$ cat src/rtl/lstm_fixed_pkg.sv
// Fixed-point constants, activation selectors, FSM encoding and the saturation helper
// shared by the LSTM gate stages.
package lstm_fixed_pkg;

    localparam int unsigned QN       = 6;
    localparam int unsigned QM       = 11;
    localparam int unsigned BITWIDTH = QN + QM + 1;
    localparam int          ONE      = 1 << QM;
    localparam int          HALF     = 1 << (QM - 1);

    localparam int unsigned ACT_SIGMOID = 0;
    localparam int unsigned ACT_TANH    = 1;

    typedef enum logic [1:0] {
        StIdle = 2'd0,
        StWait = 2'd1,
        StRun  = 2'd2,
        StDone = 2'd3
    } gate_state_e;

    // Clamp a wide signed value into the range of a w-bit two's-complement number.
    function automatic logic signed [63:0] saturate(input logic signed [63:0] v,
                                                    input int unsigned        w);
        logic signed [63:0] hi;
        logic signed [63:0] lo;
        hi = (64'sd1 <<< (w - 1)) - 64'sd1;
        lo = -(64'sd1 <<< (w - 1));
        if (v > hi) begin
            return hi;
        end else if (v < lo) begin
            return lo;
        end
        return v;
    endfunction

endpackage

$ cat src/rtl/gate_activation_if.sv
// Bus between the dot-product engines, the gate activation stage and the cell-state update.
// The satCount status signal exists only when GATE_SATCOUNT_EN is defined.
interface gate_activation_if #(
    parameter int unsigned NROW     = 16,
    parameter int unsigned BITWIDTH = lstm_fixed_pkg::BITWIDTH
);

    localparam int unsigned LAYER_BITWIDTH = BITWIDTH * NROW;

    logic [LAYER_BITWIDTH-1:0] xProd;
    logic                      xReady;
    logic [LAYER_BITWIDTH-1:0] hProd;
    logic                      hReady;
    logic [LAYER_BITWIDTH-1:0] bias;
    logic [LAYER_BITWIDTH-1:0] gateOut;
    logic                      gateValid;
    logic                      busy;
    logic                      overrun;
`ifdef GATE_SATCOUNT_EN
    logic [15:0]               satCount;
`endif

    modport master (
        output xProd,
        output xReady,
        output hProd,
        output hReady,
        output bias,
        input  gateOut,
        input  gateValid,
        input  busy,
`ifdef GATE_SATCOUNT_EN
        input  satCount,
`endif
        input  overrun
    );

    modport slave (
        input  xProd,
        input  xReady,
        input  hProd,
        input  hReady,
        input  bias,
        output gateOut,
        output gateValid,
        output busy,
`ifdef GATE_SATCOUNT_EN
        output satCount,
`endif
        output overrun
    );

endinterface

$ cat src/rtl/gate_act_unit.sv
// Per-element datapath: three-way sum with saturation, and the hard sigmoid / hard tanh
// activation selected by ACT_TYPE. Purely combinational.
module gate_act_unit #(
    parameter int unsigned QN       = lstm_fixed_pkg::QN,
    parameter int unsigned QM       = lstm_fixed_pkg::QM,
    parameter int unsigned ACT_TYPE = lstm_fixed_pkg::ACT_SIGMOID
) (
    input  logic signed [QN+QM:0] i_x,
    input  logic signed [QN+QM:0] i_h,
    input  logic signed [QN+QM:0] i_b,
    output logic signed [QN+QM:0] o_sum,
    output logic                  o_sat,
    input  logic signed [QN+QM:0] i_s,
    output logic signed [QN+QM:0] o_y
);
    import lstm_fixed_pkg::*;

    localparam int unsigned Bw = QN + QM + 1;

    typedef logic signed [Bw-1:0] elem_t;
    typedef logic signed [Bw+1:0] sum_t;
    typedef logic signed [Bw:0]   act_t;
    typedef logic signed [63:0]   wide_t;

    localparam act_t One  = act_t'(64'sd1 <<< QM);
    localparam act_t Half = act_t'(64'sd1 <<< (QM - 1));

    sum_t w_sum;
    act_t w_act;

    // Two guard bits make the three-operand sum exact before saturation.
    always_comb begin
        w_sum = sum_t'(i_x) + sum_t'(i_h) + sum_t'(i_b);
        o_sum = elem_t'(saturate(wide_t'(w_sum), Bw));
        o_sat = (saturate(wide_t'(w_sum), Bw) != wide_t'(w_sum));
    end

    if (ACT_TYPE == ACT_TANH) begin : g_tanh
        always_comb begin
            w_act = act_t'(i_s);
            if (w_act > One) begin
                w_act = One;
            end else if (w_act < -One) begin
                w_act = -One;
            end
            o_y = elem_t'(w_act);
        end
    end else begin : g_sigmoid
        always_comb begin
            w_act = act_t'(i_s >>> 2) + Half;
            if (w_act < act_t'(0)) begin
                w_act = act_t'(0);
            end else if (w_act > One) begin
                w_act = One;
            end
            o_y = elem_t'(w_act);
        end
    end

endmodule

$ cat src/rtl/gate_activation.sv
// LSTM gate activation stage: captures W.x and U.h, then streams bias-add, saturation and
// activation one element per cycle. GATE_SATCOUNT_EN adds a saturation-event counter.
module gate_activation #(
    parameter int unsigned NROW     = 16,
    parameter int unsigned QN       = lstm_fixed_pkg::QN,
    parameter int unsigned QM       = lstm_fixed_pkg::QM,
    parameter int unsigned ACT_TYPE = lstm_fixed_pkg::ACT_SIGMOID
) (
    input logic              clk,
    input logic              reset,
    gate_activation_if.slave bus
);
    import lstm_fixed_pkg::*;

    localparam int unsigned Bw      = QN + QM + 1;
    localparam int unsigned LayerBw = Bw * NROW;
    localparam int unsigned IdxBw   = (NROW > 1) ? $clog2(NROW) : 1;
    localparam logic [IdxBw-1:0] LastIdx = IdxBw'(NROW - 1);

    typedef logic signed [Bw-1:0] elem_t;

    gate_state_e r_state;
    gate_state_e w_state_next;

    logic [LayerBw-1:0] r_x;
    logic [LayerBw-1:0] r_h;
    logic               r_x_got;
    logic               r_h_got;
    logic               w_x_got_next;
    logic               w_h_got_next;
    logic               w_capture_ok;
    logic               r_overrun;

    logic [IdxBw-1:0] r_idx;
    logic             r_fetch_done;
    logic             r_op_vld;
    logic [IdxBw-1:0] r_op_idx;
    elem_t            r_op_x;
    elem_t            r_op_h;
    elem_t            r_op_b;
    logic             r_s_vld;
    logic [IdxBw-1:0] r_s_idx;
    elem_t            r_s;
    logic             r_wr_last;
    elem_t            r_gate [NROW];

    elem_t              w_sum;
    elem_t              w_y;
    logic               w_sat;
    logic               w_busy;
    logic               w_valid;
    logic [LayerBw-1:0] w_gate_out;

    // ---------------- FSM: state register ----------------
    always_ff @(posedge clk) begin
        if (!reset) begin
            r_state <= StIdle;
        end else begin
            r_state <= w_state_next;
        end
    end

    // ---------------- FSM: next state ----------------
    always_comb begin
        w_capture_ok = (r_state == StIdle) || (r_state == StWait);
        w_x_got_next = r_x_got | (w_capture_ok & bus.xReady);
        w_h_got_next = r_h_got | (w_capture_ok & bus.hReady);
        w_state_next = r_state;
        unique case (r_state)
            StIdle: begin
                if (w_x_got_next && w_h_got_next) begin
                    w_state_next = StRun;
                end else if (w_x_got_next || w_h_got_next) begin
                    w_state_next = StWait;
                end
            end
            StWait: begin
                if (w_x_got_next && w_h_got_next) begin
                    w_state_next = StRun;
                end
            end
            StRun: begin
                if (r_wr_last) begin
                    w_state_next = StDone;
                end
            end
            StDone:  w_state_next = StIdle;
            default: w_state_next = StIdle;
        endcase
    end

    // ---------------- FSM: outputs ----------------
    always_comb begin
        w_busy  = (r_state == StRun) || (r_state == StDone);
        w_valid = (r_state == StDone);
    end

    // Capture is only open in IDLE/WAIT; pulses arriving while busy are dropped and flagged.
    always_ff @(posedge clk) begin
        if (!reset) begin
            r_x       <= '0;
            r_h       <= '0;
            r_x_got   <= 1'b0;
            r_h_got   <= 1'b0;
            r_overrun <= 1'b0;
        end else begin
            if (r_state == StDone) begin
                r_x_got <= 1'b0;
                r_h_got <= 1'b0;
            end else if (w_capture_ok) begin
                if (bus.xReady) begin
                    r_x     <= bus.xProd;
                    r_x_got <= 1'b1;
                end
                if (bus.hReady) begin
                    r_h     <= bus.hProd;
                    r_h_got <= 1'b1;
                end
            end
            if (!w_capture_ok && (bus.xReady || bus.hReady)) begin
                r_overrun <= 1'b1;
            end
        end
    end

    // Operand fetch registers the selected element so the wide mux is off the adder path.
    always_ff @(posedge clk) begin
        if (!reset) begin
            r_idx        <= '0;
            r_fetch_done <= 1'b0;
            r_op_vld     <= 1'b0;
            r_op_idx     <= '0;
            r_op_x       <= '0;
            r_op_h       <= '0;
            r_op_b       <= '0;
        end else begin
            r_op_vld <= 1'b0;
            if (r_state == StRun && !r_fetch_done) begin
                r_op_x   <= elem_t'(r_x[r_idx*Bw +: Bw]);
                r_op_h   <= elem_t'(r_h[r_idx*Bw +: Bw]);
                r_op_b   <= elem_t'(bus.bias[r_idx*Bw +: Bw]);
                r_op_idx <= r_idx;
                r_op_vld <= 1'b1;
                if (r_idx == LastIdx) begin
                    r_idx        <= '0;
                    r_fetch_done <= 1'b1;
                end else begin
                    r_idx <= r_idx + 1'b1;
                end
            end
            if (r_state == StDone) begin
                r_idx        <= '0;
                r_fetch_done <= 1'b0;
            end
        end
    end

    gate_act_unit #(
        .QN       (QN),
        .QM       (QM),
        .ACT_TYPE (ACT_TYPE)
    ) u_act (
        .i_x   (r_op_x),
        .i_h   (r_op_h),
        .i_b   (r_op_b),
        .o_sum (w_sum),
        .o_sat (w_sat),
        .i_s   (r_s),
        .o_y   (w_y)
    );

    // Stage 1 holds the saturated sum, stage 2 writes the activated element.
    always_ff @(posedge clk) begin
        if (!reset) begin
            r_s_vld   <= 1'b0;
            r_s_idx   <= '0;
            r_s       <= '0;
            r_wr_last <= 1'b0;
            for (int k = 0; k < int'(NROW); k++) begin
                r_gate[k] <= '0;
            end
        end else begin
            r_s_vld   <= r_op_vld;
            r_wr_last <= r_s_vld && (r_s_idx == LastIdx);
            if (r_op_vld) begin
                r_s     <= w_sum;
                r_s_idx <= r_op_idx;
            end
            if (r_s_vld) begin
                r_gate[r_s_idx] <= w_y;
            end
        end
    end

    for (genvar k = 0; k < int'(NROW); k++) begin : g_pack
        assign w_gate_out[k*Bw +: Bw] = r_gate[k];
    end

    assign bus.gateOut   = w_gate_out;
    assign bus.gateValid = w_valid;
    assign bus.busy      = w_busy;
    assign bus.overrun   = r_overrun;

`ifdef GATE_SATCOUNT_EN
    logic [15:0] r_sat_cnt;

    always_ff @(posedge clk) begin
        if (!reset) begin
            r_sat_cnt <= '0;
        end else if (w_state_next == StRun && r_state != StRun) begin
            r_sat_cnt <= '0;
        end else if (r_op_vld && w_sat && r_sat_cnt != 16'hFFFF) begin
            r_sat_cnt <= r_sat_cnt + 16'd1;
        end
    end

    assign bus.satCount = r_sat_cnt;
`else
    logic w_sat_unused;
    assign w_sat_unused = w_sat;
`endif

endmodule

$ cat src/flat_wrapper.sv
// flat-port wrapper written by rule: the top's interface ports become plain ports
module gate_activation_flat import lstm_fixed_pkg::*;
#(
    parameter int unsigned NROW     = 16,
    parameter int unsigned QN       = lstm_fixed_pkg::QN,
    parameter int unsigned QM       = lstm_fixed_pkg::QM,
    parameter int unsigned ACT_TYPE = lstm_fixed_pkg::ACT_SIGMOID
)
  (clk, reset, bus_xProd, bus_xReady, bus_hProd, bus_hReady, bus_bias, bus_gateOut, bus_gateValid, bus_busy, bus_overrun);
  gate_activation_if #(.NROW(NROW), .BITWIDTH((18))) bus_i ();
  input logic clk;
  input logic reset;
  input wire logic [$bits(bus_i.xProd)-1:0] bus_xProd;
  input wire logic [$bits(bus_i.xReady)-1:0] bus_xReady;
  input wire logic [$bits(bus_i.hProd)-1:0] bus_hProd;
  input wire logic [$bits(bus_i.hReady)-1:0] bus_hReady;
  input wire logic [$bits(bus_i.bias)-1:0] bus_bias;
  output wire logic [$bits(bus_i.gateOut)-1:0] bus_gateOut;
  output wire logic [$bits(bus_i.gateValid)-1:0] bus_gateValid;
  output wire logic [$bits(bus_i.busy)-1:0] bus_busy;
  output wire logic [$bits(bus_i.overrun)-1:0] bus_overrun;
  assign bus_i.xProd = bus_xProd;
  assign bus_i.xReady = bus_xReady;
  assign bus_i.hProd = bus_hProd;
  assign bus_i.hReady = bus_hReady;
  assign bus_i.bias = bus_bias;
  assign bus_gateOut = bus_i.gateOut;
  assign bus_gateValid = bus_i.gateValid;
  assign bus_busy = bus_i.busy;
  assign bus_overrun = bus_i.overrun;
  gate_activation #(.NROW(NROW), .QN(QN), .QM(QM), .ACT_TYPE(ACT_TYPE)) u_core (.clk(clk), .reset(reset), .bus(bus_i));
endmodule
$ cat config.mk
export PLATFORM = sky130hd
export DESIGN_NAME = gate_activation_flat
export DESIGN_NICKNAME = d
export VERILOG_FILES = /design/src/rtl/lstm_fixed_pkg.sv /design/src/rtl/gate_activation_if.sv /design/src/rtl/gate_act_unit.sv /design/src/rtl/gate_activation.sv /design/src/flat_wrapper.sv
export SDC_FILE = /design/constraint.sdc
export NUM_CORES = 2
export LEC_CHECK = 0
export ABC_AREA = 0
export BUFFER_PORTS_ARGS = -buffer_cell sky130_fd_sc_hd__buf_2
export CAP_MARGIN = 20
export CORE_AREA = 2 2 456 458
export CTS_CLUSTER_SIZE = 28
export DETAILED_ROUTE_END_ITERATION = 8
export DIE_AREA = 0 0 458 460
export GPL_TIMING_DRIVEN = 0
export PLACE_DENSITY = 0.44
export RECOVER_POWER = 50
export SLEW_MARGIN = 20
export SYNTH_ARGS = -nofsm -noshare
export SYNTH_HDL_FRONTEND = slang
export SYNTH_SLANG_ARGS = --single-unit
$ cat constraint.sdc
create_clock -name clk -period 3.6 [get_ports clk]
set_input_delay 1.08 -clock clk [delete_from_list [all_inputs] [get_ports clk]]
set_output_delay 1.08 -clock clk [all_outputs]
set_load 0.02 [all_outputs]
# Word level (Yosys, flattened, before mapping)
# Memory sizes are Yosys's and may differ from the RTL's.
# Cells that the tools add are included.
# word_totals
reg_bits,669
ram_bits,288
in_bits,868
out_inout_bits,291
elab_cells,84
memories,1
# classes
add_sub_neg,4
n_mul,1
n_lt_le_gt_ge,4
n_eq_ne,8
shift,3
n_mux,21
bitwise_logic,6
reduce_logical,19
# memory_table
name,words,width,rd,rd_clocked_by_memory_dff,write_ports,line,source
u_core.r_gate,16,18,16,0,16,gate_activation.sv:45,elem_t r_gate [NROW];
# op_table
op,n
288-bit by 10-bit indexed part select with 18-bit output,3
18-bit two-way mux,6
19-bit by 18-bit adder with 20-bit output,1
20-bit by 18-bit greater-than comparator with 1-bit output (second input constant),1
20-bit by 18-bit < comparator with 1-bit output (second input constant),1
18-bit by 18-bit adder with 19-bit output,1
18-bit OR reduction,1
16-bit by 12-bit adder with 17-bit output (second input constant),1
17-bit by 13-bit greater-than comparator with 1-bit output (second input constant),1
17-bit by 1-bit < comparator with 1-bit output (second input constant),1
3-bit AND reduction,3
4-bit == test (second input constant),2
4-bit by 4-bit multiplier with 8-bit output (second input constant),1
1-bit two-way mux,8
2-bit two-way mux,4
4-bit two-way mux,2
2-bit case mux with 4 select lines,1
2-bit AND reduction,3
4-bit by 1-bit adder with 4-bit output (second input constant),1
2-bit == test (second input constant),2
1-bit logical AND,4
1-bit logical OR,4
3-bit inequality test (second input constant),1
1-bit AND,2
8 further kinds,11

# Longest topological paths before layout
# logic_depth
ltp_word,8
ltp_mapped,13
ltp_nobuf,12

# By module
# From an unflattened synthesis, not the netlist that was laid out.
# unflattened
hier_cells,4299
area_unflattened_um2,42062.8
# modules_own_cells
mod,n_inst,cells_per_inst,area_each_um2,seq_area_each_um2
gate_activation,1,4062,40259.9,22041.1
gate_act_unit,1,237,1803.0,0.0

# Worst setup path before layout
# Ideal clock, no wire load.
# synth_path
kind,flip-flop to flip-flop
start,register u_core.r_op_b[1]
end,register u_core.r_s[16]
setup_ns,0.138
t_arrival_ns,2.749
required_ns,3.462
path_slack_ns,0.714
path_stages_with_launch,14
n_path_buf,1
synth_period_minus_slack_ns,2.886
path_cell_list,dfxtp_1 -> fa_1 -> ha_1 -> inv_1 -> fa_1 -> nor2b_1 -> o311ai_2 -> a21oi_2 -> a21oi_2 -> xnor2_1 -> o21a_4 -> buf_6 -> a21oi_1 -> a21oi_1
# synth_via
elab_chain_len,5
elab_cells_between_ends,7
classes_between,add/sub: 1; order compare: 2; mux: 4
# synth_rtl
item,line,source
from (decl),gate_activation.sv:40,elem_t r_op_b;
from (signal assigned),gate_activation.sv:141,r_op_b <= elem_t'(bus.bias[r_idx*Bw +: Bw]);
19-bit by 18-bit adder with 20-bit output *,gate_act_unit.sv:33,w_sum = sum_t'(i_x) + sum_t'(i_h) + sum_t'(i_b);
20-bit by 18-bit < comparator with 1-bit output,n/a,
1-bit two-way mux,lstm_fixed_pkg.sv:30,end else if (v < lo) begin
1-bit two-way mux,lstm_fixed_pkg.sv:28,if (v > hi) begin
18-bit two-way mux *,lstm_fixed_pkg.sv:33,return v;
to (signal assigned),gate_activation.sv:186,r_s <= w_sum;
to (decl),gate_activation.sv:43,elem_t r_s;
# Every way passes the cells marked *; elsewhere a longest branch is shown, timed or not.
# A chain may end at the register's enable or synchronous reset.

# Final worst setup path
# layout_path
start,register u_core.r_state[0]
end,register u_core.r_h[209]
# layout_via
elab_chain_len,3
elab_cells_between_ends,6
classes_between,eq/ne: 2; bitwise: 1; reduce/logical: 3
# layout_rtl
item,line,source
from (decl),gate_activation.sv:22,gate_state_e r_state;
from (signal assigned),gate_activation.sv:57,r_state <= StIdle;
from (signal assigned),gate_activation.sv:59,r_state <= w_state_next;
"2-bit by 1-bit == test with 1-bit output, or another cell as far along",gate_activation.sv:65,w_capture_ok = (r_state == StIdle) || (r_state == StWait);
1-bit logical OR or 1-bit NOT (tied branches),n/a,
3-bit AND reduction (no line) *,n/a,
to (signal assigned),gate_activation.sv:116,r_h <= bus.hProd;
to (decl),gate_activation.sv:26,logic [LayerBw-1:0] r_h;
# Marked as above.

==> impl_results.md <==
- Syn Std Cell Area: 41300 sq um
- Vias/cell: 4.39
- Hold crit path type: flip-flop to flip-flop
- Initial Utilization: 0.200
- Post-DP HPWL: 186000 microns
- PD cells: 641 nW/um^2
- Commonest non-fill, non-tap cells in the layout: 1341 x nand2_1, 942 x buf_2, 667 x dfxtp_1
- Final Cycle Share: 0.965
- Initial antenna violation count: 105
- FP Rows: 167
- Pre-CTS setup slack: -0.993 ns
- Layout cells sized above 1: 0.273
- CTS Sinks: 923
- Critical Path, Cell by Cell: inv_1 -> ha_1 -> or2_2 -> nor2b_1 -> and2_1 -> buf_2 -> buf_2 -> clkbuf_1 -> nand2_1 -> a21boi_0
- Commonest non-fill, non-tap cell in the layout: nand2_1
- Status: finished clean
- CTS tree: built
- Post-Synthesis Cells: 3961
- Final slew viol count: 0
- Global-route wire length before repair: 289000 microns
- Slowest-stage cell, CP: clkbuf_1
- Worst vdd ir: 444 uV
- Final Hold Viols: 0
- Overall power: 34700 uW
- DRT Pass-1 Iters: 5
- Largest net degree at the start of global routing: 17
- Worst path required time: 4.26 ns
- CTS root buffer: clkbuf_16
- Maxcap violations: 0
- Reg-to-Reg Start: u_core.r_state[0]
- Slowest stage delay, CP: 0.64 ns
- Post-synth EDFFs: 256
- Leakage Power: 0.0204 uW
- Post-route DRC: 0
- CTS Hold Bufs: 0
- Die ar.: 211000 sq um
- H-tree depth: 3
- Layout Skew: 0.0583 ns
- Hold Startpoint: u_core.r_h[54]
- Gr usage total: 0.200
- IO Pins: 1159
- Critical path origin: u_core.r_state[0]
- Crit end category: flip-flop
- FMAX: 288 MHz
- Post-CTS Setup Inserts: 0
- Count of nets after finishing: 6212
- Buffers added on ports: 1125
- Final RePlAce weighted congestion: 0.892
- Relative slew slack: 0.242
- Seq/Total Area, Yosys: 0.510
- Routed Antenna Nets: 0
- Critical Path Most Common Cell: buf_2
- Final WS setup: 0.126 ns
- Average size of a mapped cell: 10.4 sq um
- Crit-path max FO: 10
- Yosys Warn Count: 0
- Worst-skew pair later-pin latency: 0.76 ns
- Via count: 35600
- Critical Path Start Type: flip-flop
- WL/cell: 27.1 microns
- Clock slew at reported path FFs: 0.06 ns
- Setup slack, reg-to-reg: 0.13 ns
- Detailed Route WL: 220000 microns
- Dominant cell type by area after synthesis: dfxtp_1
- Die Width: 458 microns
- Unrepaired setup endpoints after global routing: false
- CORE AREA: 206000 sq um
- FF+latch count, synth: 923
- Max Root-Sink Buffers: 3
- CTS buffer count: 110
- Post-synth ARST share: 0
- Area grow syn2layout: 31.3%
- Worst path bufs/invs: 4
- CP arrival: 4.13 ns
- Unique cell type count in the Yosys netlist: 52
- Vias in the first global route: 35000
- Synth Flop Type: dfxtp_1
- Min Tclk post-route: 3.47 ns
- Setup violations, final: 0
- Die Height: 460 microns
- Initial DRC count: 2859
- Top cells by area, synth: dfxtp_1 32%, edfxtp_1 19%, mux4_2 15%
- Yosys top cell area share: 0.323
- Worst Max-Slew Pin Slew: 1.14 ns
- CP top delay family: buffers and inverters
- Critical path class: flip-flop to flip-flop
- Grt total ovfl: 0
[stage by stage]
step           instances  utilization  hold slack, ns  instance area, sq um  setup TNS [ns]
2_1_floorplan       4056            -           0.440                 41600               0
3_3_place_gp        7885        0.246           0.448                 50700         -751.26
3_5_place_dp        7892        0.247           0.455                 50900         -174.53
4_1_cts             8087        0.264           0.463                 54500               0
5_1_grt             8093        0.263           0.480                 54100               0
6_report            8113        0.263           0.462                 54200               0
[cell families (layout without fill, tap and decap cells)]
family,count (synthesis),in the layout,synth area share
AO/OA/AOI/OAI,724,724,0.129
XOR/XNOR,16,16,0.00339
adder cells (fa/ha/maj),44,44,0.0168
buffers and inverters,355,1682,0.0416
flip-flops,923,923,0.510
multiplexers,275,275,0.149
other,1,122,0.0000908
AND/OR/NAND/NOR,1623,1623,0.151
[Yosys cell counts (all sizes together), types with 13 or more instances]
| master | count |
|---|---|
| nand2 | 1342 |
| dfxtp | 667 |
| a21boi | 634 |
| mux4 | 270 |
| edfxtp | 256 |
| nor2 | 228 |
| clkbuf | 186 |
| buf | 156 |
| a21oi | 29 |
| o21ai | 26 |
| ha | 25 |
| fa | 19 |
| nor2b | 14 |
| inv | 13 |
[metal layers]
metal	share of wire	track usage	vias to the layer above
li1	-	-	16200
met1	0.43	0.259	17500
met2	0.47	0.334	1543
met3	0.072	0.0463	281
met4	0.025	0.0525	50
met5	0.0013	0	-
[what timing repair did]
item | in CTS | in global routing
pin swaps | 0 | 0
gates resized for setup | 1 | 8
setup endpoints to repair | 81 | 7
[registers in the layout, indices dropped and copies added (netlist names), 2 cells and up]
name / cells
u_core.r_gate: 256
u_core.r_s: 16
u_core.r_op_h: 18
u_core.r_state: 2
u_core.r_s_idx: 4
u_core.r_idx: 4
u_core.r_h: 288
u_core.r_x: 288
u_core.r_op_b: 18
u_core.r_op_x: 18
u_core.r_op_idx: 4
[worst register-to-register path, stage by stage (launching register included)]
cell      delay, ns
dfxtp_1        0.33
inv_1          0.10
ha_1           0.22
or2_2          0.16
nor2b_1        0.47
and2_1         0.20
buf_2          0.42
buf_2          0.44
clkbuf_1       0.64
nand2_1        0.24
a21boi_0       0.20
[path summary, 6_finish.rpt]
| check | endpoint | depth (start not counted) |
|---|---|---|
| worst max-delay path | u_core.r_h[209] | 10 |
| worst min register to register | u_core.r_h[54] | 2 |
| worst max register to register | u_core.r_h[209] | 10 |
| worst min-delay path | u_core.r_h[54] | 2 |
[area by class of cell]
cell class                 count  area (sq um)
fill                       22200        152000
antenna                       26          65.1
buffer                       342          1670
inverter                      13          48.8
sequential                   923         21000
multi-input combinational   2778         18900
timing repair buffer        1132          5490
clock buffer                 154          3150
clock inverter                41           470
tap                         2704          3380
[power breakdown]
| part | internal [uW] | switching [uW] |
|---|---|---|
| registers | 12100 | 865 |
| logic | 3410 | 7020 |
| clock network | 6530 | 4830 |
| total | 22000 | 12700 |
Note: power is estimated with default switching activity, not from simulation.
